File: config.mk
export PLATFORM = sky130hd
export DESIGN_NAME = present_key_sched
export DESIGN_NICKNAME = d
export VERILOG_FILES = /design/src/rtl/present_pkg.sv /design/src/rtl/present_key_update.sv /design/src/rtl/present_key_sched.sv
export SDC_FILE = /design/constraint.sdc
export NUM_CORES = 1
export LEC_CHECK = 0
export ABC_AREA = 1
export ABC_CLOCK_PERIOD_IN_PS = 4100
export CAP_MARGIN = 20
export CORE_AREA = 4 4 140 142
export CTS_BUF_LIST = sky130_fd_sc_hd__clkbuf_8
export CTS_CLUSTER_DIAMETER = 60
export DETAILED_ROUTE_END_ITERATION = 12
export DIE_AREA = 0 0 144 146
export GPL_ROUTABILITY_DRIVEN = 0
export PLACE_DENSITY = 0.84
export SYNTH_ARGS = -nofsm -noshare
export SYNTH_HDL_FRONTEND = slang
export SYNTH_SLANG_ARGS = --single-unit
File: constraint.sdc
create_clock -name inClk -period 4.1 [get_ports inClk]
set_clock_uncertainty 0.1 [all_clocks]
set_input_delay 0.82 -clock inClk [delete_from_list [all_inputs] [get_ports inClk]]
set_output_delay 0.82 -clock inClk [all_outputs]
set_load 0.01 [all_outputs]
File: src/rtl/present_pkg.sv
// Shared definitions for the PRESENT key schedule: S-boxes, width constants and FSM states.
package present_pkg;

  localparam int ROUNDS_DEFAULT = 31;
  localparam int KEY_W_80       = 80;
  localparam int KEY_W_128      = 128;

  typedef enum logic [1:0] {
    IDLE  = 2'd0,
    PREP  = 2'd1,
    READY = 2'd2,
    DONE  = 2'd3
  } ks_state_e;

  function automatic logic [3:0] sbox(input logic [3:0] x);
    logic [3:0] y;
    case (x)
      4'h0: y = 4'hC;  4'h1: y = 4'h5;  4'h2: y = 4'h6;  4'h3: y = 4'hB;
      4'h4: y = 4'h9;  4'h5: y = 4'h0;  4'h6: y = 4'hA;  4'h7: y = 4'hD;
      4'h8: y = 4'h3;  4'h9: y = 4'hE;  4'hA: y = 4'hF;  4'hB: y = 4'h8;
      4'hC: y = 4'h4;  4'hD: y = 4'h7;  4'hE: y = 4'h1;  4'hF: y = 4'h2;
      default: y = 4'h0;
    endcase
    return y;
  endfunction

  function automatic logic [3:0] inv_sbox(input logic [3:0] x);
    logic [3:0] y;
    case (x)
      4'h0: y = 4'h5;  4'h1: y = 4'hE;  4'h2: y = 4'hF;  4'h3: y = 4'h8;
      4'h4: y = 4'hC;  4'h5: y = 4'h1;  4'h6: y = 4'h2;  4'h7: y = 4'hD;
      4'h8: y = 4'hB;  4'h9: y = 4'h4;  4'hA: y = 4'h6;  4'hB: y = 4'h3;
      4'hC: y = 4'h0;  4'hD: y = 4'h7;  4'hE: y = 4'h9;  4'hF: y = 4'hA;
      default: y = 4'h0;
    endcase
    return y;
  endfunction

endpackage

File: src/rtl/present_key_update.sv
// One combinational PRESENT key-schedule step (forward, or inverse when PRESENT_KEY_DEC_EN is defined).
module present_key_update
  import present_pkg::*;
#(
  parameter int KEY_W = KEY_W_80
) (
  input  logic [KEY_W-1:0] key,
  input  logic [4:0]       counter,
  input  logic             inv,
  output logic [KEY_W-1:0] next_key
);

  logic [KEY_W-1:0] fwd_s;

  if (KEY_W != KEY_W_80 && KEY_W != KEY_W_128) begin : g_bad_width
    $error("present_key_update: KEY_W must be 80 or 128");
  end

  // Forward step: rotate left 61, S-box the top nibble(s), fold in the round counter.
  always_comb begin
    fwd_s = {key[KEY_W-62:0], key[KEY_W-1:KEY_W-61]};
    fwd_s[KEY_W-1 -: 4] = sbox(fwd_s[KEY_W-1 -: 4]);
    if (KEY_W == KEY_W_128) begin
      fwd_s[KEY_W-5 -: 4] = sbox(fwd_s[KEY_W-5 -: 4]);
      fwd_s[66:62] = fwd_s[66:62] ^ counter;
    end else begin
      fwd_s[19:15] = fwd_s[19:15] ^ counter;
    end
  end

`ifdef PRESENT_KEY_DEC_EN
  logic [KEY_W-1:0] pre_s;
  logic [KEY_W-1:0] inv_s;

  // Inverse step undoes the forward operations in reverse order.
  always_comb begin
    pre_s = key;
    if (KEY_W == KEY_W_128) begin
      pre_s[66:62] = pre_s[66:62] ^ counter;
      pre_s[KEY_W-5 -: 4] = inv_sbox(pre_s[KEY_W-5 -: 4]);
    end else begin
      pre_s[19:15] = pre_s[19:15] ^ counter;
    end
    pre_s[KEY_W-1 -: 4] = inv_sbox(pre_s[KEY_W-1 -: 4]);
    inv_s = {pre_s[60:0], pre_s[KEY_W-1:61]};
  end

  assign next_key = inv ? inv_s : fwd_s;
`else
  logic unused_inv_s;
  assign unused_inv_s = inv;
  assign next_key     = fwd_s;
`endif

endmodule

File: src/rtl/present_key_sched.sv
// PRESENT round-key sequencer: precomputes the last round key, then steps K1..K(ROUNDS+1).
// Define PRESENT_KEY_DEC_EN to add the decrypt (reverse) order selected by inDir.
module present_key_sched
  import present_pkg::*;
#(
  parameter int KEY_W  = KEY_W_80,
  parameter int ROUNDS = ROUNDS_DEFAULT
) (
  input  logic             inClk,
  input  logic             inRst,
  input  logic             inKeyLoad,
  input  logic [KEY_W-1:0] inKeyData,
  input  logic             inNext,
  input  logic             inRewind,
  input  logic             inDir,
  output logic             outBusy,
  output logic             outReady,
  output logic             outDone,
  output logic [5:0]       outRoundIdx,
  output logic [63:0]      outRoundKey,
  output logic [63:0]      outLastKey
);

`ifdef PRESENT_KEY_DEC_EN
  localparam int LAST_W = KEY_W;
`else
  localparam int LAST_W = 64;
`endif
  localparam logic [4:0] CNT_LAST = 5'(ROUNDS);
  localparam logic [5:0] IDX_LAST = 6'(ROUNDS + 1);

  if (ROUNDS < 1 || ROUNDS > 31) begin : g_bad_rounds
    $error("present_key_sched: ROUNDS must be 1..31");
  end

  ks_state_e         state_r, state_n;
  logic [KEY_W-1:0]  master_r, master_n;
  logic [KEY_W-1:0]  working_r, working_n;
  logic [4:0]        counter_r, counter_n;
  logic [5:0]        idx_r, idx_n;
  logic [LAST_W-1:0] last_r, last_n;
  logic              busy_r, ready_r, done_r;

  logic [KEY_W-1:0]  upd_s;
  logic              start_s;
  logic              dir_s;
  logic              seq_dec_s;
  logic [KEY_W-1:0]  seq_key_s;
  logic [5:0]        seq_idx_s;
  logic [4:0]        seq_cnt_s;
  logic [5:0]        step_idx_s;
  logic [4:0]        step_cnt_s;
  logic              step_end_s;

`ifdef PRESENT_KEY_DEC_EN
  logic dir_r;

  // Direction is latched whenever a sequence (re)starts.
  always_ff @(posedge inClk) begin
    if (inRst) begin
      dir_r <= 1'b0;
    end else if (start_s) begin
      dir_r <= seq_dec_s;
    end else begin
      dir_r <= dir_r;
    end
  end

  assign dir_s     = dir_r;
  assign seq_dec_s = inDir;
  // At the end of PREP the final key is still on the update output, not yet in last_r.
  assign seq_key_s = seq_dec_s ? ((state_r == PREP) ? upd_s : last_r) : master_r;
`else
  logic unused_dir_s;
  assign unused_dir_s = inDir;
  assign dir_s        = 1'b0;
  assign seq_dec_s    = 1'b0;
  assign seq_key_s    = master_r;
`endif

  assign start_s = !inKeyLoad &&
                   (((state_r == PREP) && (counter_r == CNT_LAST)) ||
                    (((state_r == READY) || (state_r == DONE)) && inRewind));

  assign seq_idx_s  = seq_dec_s ? IDX_LAST : 6'd1;
  assign seq_cnt_s  = seq_dec_s ? CNT_LAST : 5'd1;
  assign step_idx_s = dir_s ? (idx_r - 6'd1) : (idx_r + 6'd1);
  assign step_end_s = dir_s ? (idx_r == 6'd2) : (idx_r == (IDX_LAST - 6'd1));
  // Counter holds on the final step so it never leaves 1..ROUNDS.
  assign step_cnt_s = step_end_s ? counter_r : (dir_s ? (counter_r - 5'd1) : (counter_r + 5'd1));

  present_key_update #(.KEY_W(KEY_W)) u_update (
    .key      (working_r),
    .counter  (counter_r),
    .inv      ((state_r == READY) && dir_s),
    .next_key (upd_s)
  );

  // Next-state and datapath decode; priority is load > rewind/PREP end > next.
  always_comb begin
    state_n   = state_r;
    master_n  = master_r;
    working_n = working_r;
    counter_n = counter_r;
    idx_n     = idx_r;
    last_n    = last_r;
    if (inKeyLoad) begin
      master_n  = inKeyData;
      working_n = inKeyData;
      counter_n = 5'd1;
      idx_n     = 6'd0;
      state_n   = PREP;
    end else if (start_s) begin
      working_n = seq_key_s;
      idx_n     = seq_idx_s;
      counter_n = seq_cnt_s;
      state_n   = READY;
      if (state_r == PREP) begin
        last_n = upd_s[KEY_W-1 -: LAST_W];
      end else begin
        last_n = last_r;
      end
    end else begin
      case (state_r)
        PREP: begin
          working_n = upd_s;
          counter_n = counter_r + 5'd1;
        end
        READY: begin
          if (inNext) begin
            working_n = upd_s;
            idx_n     = step_idx_s;
            counter_n = step_cnt_s;
            state_n   = step_end_s ? DONE : READY;
          end else begin
            state_n = READY;
          end
        end
        IDLE:    state_n = IDLE;
        DONE:    state_n = DONE;
        default: state_n = IDLE;
      endcase
    end
  end

  // FSM state register.
  always_ff @(posedge inClk) begin
    if (inRst) begin
      state_r <= IDLE;
    end else begin
      state_r <= state_n;
    end
  end

  // Key/counter datapath and registered status flags.
  always_ff @(posedge inClk) begin
    if (inRst) begin
      master_r  <= '0;
      working_r <= '0;
      counter_r <= 5'd0;
      idx_r     <= 6'd0;
      last_r    <= '0;
      busy_r    <= 1'b0;
      ready_r   <= 1'b0;
      done_r    <= 1'b0;
    end else begin
      master_r  <= master_n;
      working_r <= working_n;
      counter_r <= counter_n;
      idx_r     <= idx_n;
      last_r    <= last_n;
      busy_r    <= (state_n == PREP);
      ready_r   <= (state_n == READY) || (state_n == DONE);
      done_r    <= (state_n == DONE);
    end
  end

  assign outBusy     = busy_r;
  assign outReady    = ready_r;
  assign outDone     = done_r;
  assign outRoundIdx = idx_r;
  assign outRoundKey = working_r[KEY_W-1 -: 64];
  assign outLastKey  = last_r[LAST_W-1 -: 64];

endmodule
Yosys cells after proc, flatten, opt, wreduce, memory -nomap -nowiden
Memories as Yosys holds them, arrays and structs flattened. A register that Yosys moved wholly into a read port is not among the register bits.
Cells that the tools add are included.
- add/subtract/negate cells: 2
- eq/ne operators: 12
- multiplexer cells: 19
- bitwise logic cells: 2
- reductions and logical operators: 20
- operator list (cell ; number):
    80-bit two-way mux ; 3
    80-bit case mux with 2 select lines ; 1
    5-bit two-way mux ; 2
    5-bit case mux with 2 select lines ; 1
    3-bit AND reduction ; 3
    2-bit equality test, second input constant ; 4
    4-bit two-way mux ; 2
    4-bit inequality test, second input constant ; 2
    1-bit two-way mux ; 7
    6-bit by 1-bit adder with 6-bit output, second input constant ; 1
    6-bit by 5-bit equality test with 1-bit output, second input constant ; 1
    2-bit case mux with 3 select lines ; 1
    2-bit AND reduction ; 3
    2-bit nonzero test ; 3
    5-bit by 1-bit adder with 5-bit output, second input constant ; 1
    5-bit equality test, second input constant ; 1
    5-bit bitwise XOR ; 1
    2-bit by 1-bit equality test with 1-bit output, second input constant ; 2
    2-bit two-way mux ; 2
    2-bit inequality test, second input constant ; 2
    4-bit nonzero test ; 1
    1-bit logical AND ; 3
    1-bit logical OR ; 3
    3-bit OR reduction ; 1
    other kinds (4) ; 4
- bits in registers: 240
- ROM bits: 64
- bits of input ports: 86
- memories kept: 1
- memory list (memory ; words ; bits a word ; read ports ; clocked after memory_dff ; wr ports ; RTL line ; source):
    (no name shown) ; 16 ; 4 ; 1 ; 1 ; 0 ; present_pkg.sv:17 ; case (x)

Logic depth before layout (Yosys ltp)
Gate-level depths: netlist (run 1).
- word-level depth: 9
- gate-level depth with buffers: 18
- depth with buffers taken out: 18

Modules after synthesis
A second synthesis (run 1) with hierarchy kept.
- cells, all modules: 1630
- area total of the unflattened synthesis: 11348.4 um2
- by module, submodules not included (module ; instances ; cells an instance ; area each (um2) ; seq. area each (um2)):
    present_key_sched ; 1 ; 1513 ; 10555.1 ; 4804.6
    present_key_update ; 1 ; 117 ; 793.3 ; 0.0

Least setup slack after synthesis (run 1)
OpenSTA, ideal clock, no wires.
- path type: in2reg
- start point: in inRst
- end point: reg, netlist name u_update.next_key[76]
- arrival: 2.199 ns
- required time: 3.888 ns
- slack: 1.689 ns
- cell stages on the path: 12
- path buffers: 3
- cells stage by stage: buf_2 clkinv_1 buf_2 buf_1 nand2_1 inv_1 ha_1 inv_1 nor2_1 nor2_1 nand2_1 nand2_1
- cells in the longest elaborated chain, start to end: 1
- ends and longest elaborated chain (item ; RTL line ; source):
    start: declaration ; present_key_sched.sv:10 ; input logic inRst,
    4-bit two-way mux (no line) ; n/a ;
No other way between the ends.
A chain may end at the register's enable or synchronous reset.

Worst setup path after layout (run 1)
- start point: reg counter_r[0]
- end point: reg, netlist name u_update.next_key[76]
- cells in the longest elaborated chain, start to end: 8
- elaborated cells between the ends (all ways): 14
- classes of those cells: 2 x eq/ne; 6 x mux; 1 x bitwise; 5 x reduce/logical
- ends and longest elaborated chain (item ; RTL line ; source):
    start: declaration ; present_key_sched.sv:39 ; logic [4:0] counter_r, counter_n;
    start signal: assignment ; present_key_sched.sv:169 ; counter_r <= counter_n;
    5-bit equality test ; present_key_sched.sv:82 ; (((state_r == PREP) && (counter_r == CNT_LAST)) ||
    1-bit logical AND ; present_key_sched.sv:82 ;
    1-bit logical OR ; present_key_sched.sv:82 ;
    1-bit logical AND ; present_key_sched.sv:81 ; assign start_s = !inKeyLoad &&
    4-bit inequality test (no line) (tied with other cells) ; n/a ;
    2-bit AND reduction (no line) or 80-bit two-way mux (tied branches) ; n/a ;
    4-bit two-way mux (no line) * (2 in series) ; n/a ;
Every way passes the cells marked *; elsewhere a longest branch is shown, timed or not. The select of a mux whose other input is x is not followed.

==> results of run 1 <==
[routing by layer]
layer  vias to the layer above  routed length [um]  GRT usage
met4                         0                1290      0.123
met2                       481               14400      0.448
li1                       4557                   -          -
met1                      4480               13100      0.390
met3                        81                2710     0.0493
met5                         -                   0          0
[cells in the mapped netlist (3+ instances only)]
| cell type | n |
|---|---|
| xnor2_1 | 6 |
| buf_2 | 43 |
| nand2_4 | 3 |
| o21ai_1 | 31 |
| clkbuf_1 | 30 |
| buf_6 | 6 |
| ha_1 | 11 |
| nand2_2 | 7 |
| a31oi_1 | 8 |
| inv_1 | 40 |
| buf_4 | 67 |
| a21oi_1 | 92 |
| nand3_1 | 19 |
| inv_2 | 4 |
| nor2_1 | 151 |
| xor2_1 | 3 |
| nand2_1 | 323 |
| o22ai_1 | 7 |
| dfxtp_1 | 244 |
| o21ai_0 | 131 |
| a41oi_1 | 61 |
| buf_1 | 3 |
[state kept, by name, summed over array words and instances, names as in the netlist]
| name | count |
|---|---|
| counter_r | 5 |
| master_r | 80 |
| outBusy | 1 |
| outDone | 1 |
| outLastKey | 64 |
| outReady | 1 |
| outRoundIdx | 6 |
| state_r | 2 |
| u_update.next_key | 4 |
| working_r | 80 |
[layout by cell type, fill, tap and decap left out, types with 2 or more instances in the layout]
cell type / count
buf_2: 2
a41oi_1: 61
nor3_1: 2
nand2_1: 323
a211oi_1: 2
clkinv_2: 2
buf_12: 3
nor2_1: 151
nand3_1: 19
clkbuf_8: 49
a31oi_1: 8
o22ai_1: 7
xnor2_1: 6
dfxtp_1: 244
o211ai_1: 2
inv_1: 54
ha_1: 11
inv_4: 3
buf_4: 5
clkdlybuf4s50_1: 219
nand2_2: 7
o21ai_1: 31
nand4_4: 2
inv_2: 4
o21ai_0: 131
nand2_8: 2
nand2_4: 3
nand3b_1: 2
xor2_1: 3
a21oi_1: 92
[worst max path at each step]
stage / start / to / slack (ns) / cells past startpoint
after floorplan: inRst / u_update.next_key[76] / 1.69 / 12
after global placement: inRewind / u_update.next_key[76] / 0.88 / 15
after detailed placement: inRewind / u_update.next_key[76] / 0.84 / 15
after CTS: counter_r[0] / u_update.next_key[76] / 1.17 / 18
after global routing: counter_r[0] / u_update.next_key[76] / 0.91 / 18
final: counter_r[0] / u_update.next_key[76] / 1.16 / 18
[per-stage QoR]
step           setup slack [ns]  power, mW  cell area (um^2)
2_1_floorplan              1.69       3.01             10300
3_3_place_gp              0.882       3.25             11900
3_5_place_dp              0.840       3.26             12000
4_1_cts                    1.17       5.23             12700
5_1_grt                   0.913       5.41             12700
6_report                   1.16       5.22             12700
[worst max-delay path, delay by kind of cell, from the launching register on]
family | cells | cell delay (ns)
adders and majority gates | 3 | 0.74
and+or+nand+nor | 12 | 1.22
buffers and inverters | 3 | 0.43
DFF | 1 | 0.35
[final cells by class]
class                   instances  area, um^2  share of cell area
flip-flops and latches        244        4880               0.385
multi-input cells             874        4300               0.338
repair buffers                229        2300               0.181
clock buffers                  49         674              0.0531
well taps                     234         293              0.0231
inverters                      47         184              0.0145
clock inverters                16        62.6             0.00493
diodes                          1        2.50            0.000197
[power breakdown]
group | switching, mW | leakage [nW] | total (mW) | internal (mW)
sequential | 0.136 | 2.00 | 2.63 | 2.50
clock | 0.926 | 0.435 | 1.99 | 1.06
combinational | 0.320 | 2.59 | 0.596 | 0.276
total | 1.38 | 5.02 | 5.22 | 3.84
[kinds of logic after synthesis]
group | count (synthesis) | synth area share
and+or+nand+nor | 517 | 0.206
AOI/OAI and AO/OA | 337 | 0.190
DFF | 244 | 0.474
buffers and inverters | 199 | 0.108
adders and majority gates | 11 | 0.0134
xor gates and xnor gates | 9 | 0.00766
==> impl_results.md, run 1 <==
- Outcome: finished clean
- Crit start category: register
- Synthesis-to-layout area growth: 23.3%
- VDD IR max: 0.236 mV
- Final wirelength: approximately 31 mm
- Syn Nets: between 1000 and 1500
- CP Cell Sequence: ha_1 > nand2_1 > nor2_1 > ha_1 > nand2_2 > nand3_4 > inv_2 > nand2_1 > nand3b_1 > nand2_1 > nand2_1 > inv_1 > ha_1 > inv_1 > nor2_1 > nor2_1 > nand2_1 > nand2_1
- Detailed-route DRC error count: 0
- Most frequent CP cell: nand2_1
- Vias: 9599
- Critical path class: reg -> reg
- First-pass GRT wire length: 48.1 mm
- Worst Max-Slew Pin Slew: 1.05 ns
- Setup Viol. Count Final: 0
- Register area share after synthesis: 0.474
- Internal reg-to-reg setup slack: 1.16 ns
- Crit end category: register
- GRT Util Overall: 0.287
- Maximum root-to-sink buffer count: 3
- Fill count: 1470
- Final period util: 0.717
- Top cell type's share of synthesized area: 0.474
- Core Util, Final: 0.688
- Async set or reset register ratio after synthesis: 0
- Hold path startpoint: master_r[73]
- Die area: 21000 um^2
- Hold WC Path Type: reg -> reg
- Reg2reg start: counter_r[0]
- Die Y: between 100 and 150 um
- Io pins: 223
- Ys flop type: dfxtp_1
- Post-synth EDFFs: 0
- Post-route minimum period: 2.94 ns
- 1st-iter DRT viols: 1012
- Gate Count Post-Synth: 1317
- MaxCap Viol Count: 0
- Starting Density: 0.558
- CTS root buf: clkbuf_8
- Number of port buffers: 221
- Hold path endpoint: master_r[73]
- Fin. Hold Viols: 0
- Routed len/inst: 18.6 um
- Largest net degree at the start of global routing: around 150
- NumNets Final: 1532
- Synth area leaders: dfxtp_1 (47%), nand2_1 (12%), o21ai_0 (6.4%)
- Worst Path Arrival: 3.27 ns
- Die Width: ~140 um
- Max FO, Critical Path: 20
- Row Count: 50
- Avg Inst Size Synth: around 7.8 um^2
- RSZ-0062 raised after global routing: false
- Post-CTS Resized: 0
- Reg2reg end: u_update.next_key[76]
- Syn Std Cell Area: 10300 um^2
- ANT nets after route: 0
- Core ar.: 18500 um^2
- YS warnings: 0
- Setup Buffers After CTS: 0
- Initial antenna violation count: 1
- Drt via density: 5.67
- Distinct cells, synth: 41
- Leak Pwr: 5.02 nW
- Placed instance count: 1628
- Final hold slack: 0.361 ns
- Post-route setup TNS: 0 ns
- Slowest CP cell: dfxtp_1
- WP data required: about 4.4 ns
- TritonCTS clock tree: done
- Slew Limit Headroom: 0.300
- Worst skew pair latency: about 0.54 ns
- Overflow after GRT: 0
- CTS clk-pin slew, worst paths: roughly 0.06 ns
- Final slew viol count: 0
- Largest area contributor in the netlist: dfxtp_1
- Hold-fix buffers, CTS: 0
- Share of layout cells above drive strength 1: 0.0596
- TritonRoute pass-1 iters: 6
- Pwr dens: 411 nW/um^2
- Fin cells: ~1700
- Cts bufs inserted: 39
- Detail Placement HPWL: about 20 mm
- Min-Delay Path Depth: 2
- Flops & latches, synth: between 200 and 250
- Number of global-route vias before repair: 8886
- CP peak stage delay: 0.35 ns
- Worst R2R Path Depth: 18
- Max Clock Freq: 0.340 GHz
- H-tree depth: 2
- CTS Sinks: 244
No activity file was read; power rests on OpenSTA's default activity.
==> run 2, diff against run 1 <==
Settings changed: ABC_CLOCK_PERIOD_IN_PS 4100 to 2900, CORE_AREA 4 4 140 142 to 4 4 145 147, DIE_AREA 0 0 144 146 to 0 0 149 151, PLACE_DENSITY 0.84 to 0.79.
Clock period 4.1 ns to 2.9 ns, I/O delays scaled along.
==> impl_results.md, run 2 (same netlist as run 1, synthesis figures left out) <==
- Worst R2R Path Depth: 16
- NumNets Final: 1544
- Row Count: 52
- Routed len/inst: around 18 um
- Fin. Hold Viols: 0
- Largest net degree at the start of global routing: 152
- Detail Placement HPWL: around 21 mm
- First-pass GRT wire length: 48.6 mm
- CP peak stage delay: 0.36 ns
- Final period util: 0.952
- Number of port buffers: 221
- Most frequent CP cell: nand2_1
- Internal: between 5 and 6 mW
- TritonCTS clock tree: done
- Share of layout cells above drive strength 1: 0.0805
- DP Area: 12100 um^2
- GRT Util Overall: 0.271
- Post-CTS Resized: 0
- Worst Path Arrival: 3.13 ns
- Setup Viol. Count Final: 0
- Initial antenna violation count: 0
- Final wirelength: ~32 mm
- Switch share: 0.255
- Most common cell after layout, fill and taps aside: nand2_1
- Worst Max-Slew Pin Slew: 1.04 ns
- CP Cell Sequence: ha_1 > nand2_1 > nor2_1 > ha_1 > nand2_2 > nand4_4 > inv_2 > a21oi_1 > nor2_2 > inv_1 > ha_1 > inv_1 > nand3_1 > nand2_1 > nand2_1 > nand2_1
- Clock Power Share: 0.428
- Cts bufs inserted: 40
- Final critical-path setup slack: between 0.1 and 0.15 ns
- CTS root buf: clkbuf_8
- Max Clock Freq: 0.362 GHz
- Vias: slightly below 10000
- 1st-iter DRT viols: 973
- Internal reg-to-reg setup slack: 0.14 ns
- Die Width: 149 um
- Final slew viol count: 0
- CTS clk-pin slew, worst paths: 0.07 ns
- Post-route setup TNS: 0 ns
- Detailed-route DRC error count: 0
- Die Y: 151 um
- Pre-CTS WS: 0.0815 ns
- Critical Path Start: counter_r[0]
- Reg2reg end: u_update.next_key[76]
- VDD IR max: 0.337 mV
- Setup crit end: u_update.next_key[76]
- Worst skew pair latency: 0.54 ns
- CTS Sinks: 244
- Critical path class: reg -> reg
- Antenna cells: 0
- Drt via density: 5.52
- Overflow after GRT: 0
- Core Util, Final: 0.656
- Post-route minimum period: 2.76 ns
- H-tree depth: 2
- Reg2reg start: counter_r[0]
- Design Area, Final: 13100 um^2
- Pwr dens: 613 nW/um^2
- Outcome: finished clean
- Placed instance count: between 1500 and 2000
- Slowest CP cell: dfxtp_1
- Final hold slack: between 0.2 and 0.3 ns
- Number of global-route vias before repair: 9021
- MaxCap Viol Count: 0
- ANT nets after route: 0
- Starting Density: 0.517
- Maximum root-to-sink buffer count: 3
- Comb power frac: 0.107
- Core ar.: 19900 um^2
- Total Power: 8.00 mW
- Max FO, Critical Path: 7
- Fin cells: between 1500 and 2000
- WP data required: 3.27 ns
- Die area: 22500 um^2
- Leak Pwr: between 5 and 6 nW
- Slew Limit Headroom: 0.306
- Crit start category: register
- Switch Pwr: 2.04 mW
- Synthesis-to-layout area growth: 26.8%
- Commonest non-fill, non-tap cells in the layout: nand2_1 (323), dfxtp_1 (244), clkdlybuf4s50_1 (219)
- Hold WC Path Type: in -> reg
- Seq pwr share: 0.465
- Crit end category: register
- Io pins: 223
- TritonRoute pass-1 iters: 5
[run 2: how the worst min path moves through the flow]
stage	startpoint	endpoint	slack [ns]	depth (start not counted)
6_report	inKeyLoad	master_r[15]	0.30	3
5_1_grt	inRst	outRoundIdx[0]	0.31	4
4_1_cts	inRst	outRoundIdx[0]	0.28	4
3_5_place_dp	master_r[2]	master_r[2]	0.35	2
3_3_place_gp	master_r[77]	master_r[77]	0.35	2
2_1_floorplan	master_r[0]	master_r[0]	0.34	2
[run 2: final cells by class]
cell class                 instances  area (um^2)
clock inverter                    13          118
timing repair buffer             240         2390
inverter                          47          184
fill                            1667         6850
clock buffer                      61          840
tap                              270          338
multi-input combinational        874         4300
sequential                       244         4880
[run 2: worst max-delay path: cells and delay by family, from the launching register on]
family / cells / cell delay (ns)
and+or+nand+nor: 9 / 1.08
adders and majority gates: 3 / 0.76
AOI/OAI and AO/OA: 1 / 0.07
buffers and inverters: 3 / 0.31
DFF: 1 / 0.36
[run 2: power by group through the flow]
stage               clock network (mW)  logic [mW]  registers [mW]
floorplan                            0       0.570            3.69
global placement                     0       0.823            3.79
detailed placement                   0       0.840            3.79
CTS                               3.46       0.844            3.72
global route                      3.63       0.934            3.73
finish                            3.43       0.856            3.72
[run 2: layer usage]
layer,part of all wire,track usage,vias to the layer above
li1,-,-,4604
met1,0.41,0.358,4499
met2,0.47,0.438,483
met3,0.088,0.0533,68
met4,0.035,0.113,0
met5,0,0,-
[run 2: what timing repair did]
item	4_1_cts	5_1_grt
endpoints found under the setup margin	0	1
setup buffers	0	3
hold buffers	0	0
==> run 3, diff against run 2 <==
Settings changed: HOLD_SLACK_MARGIN set to 0.02.
==> results of run 3 <==
No change in the layout: final DEF, timing and power equal those of run 2.
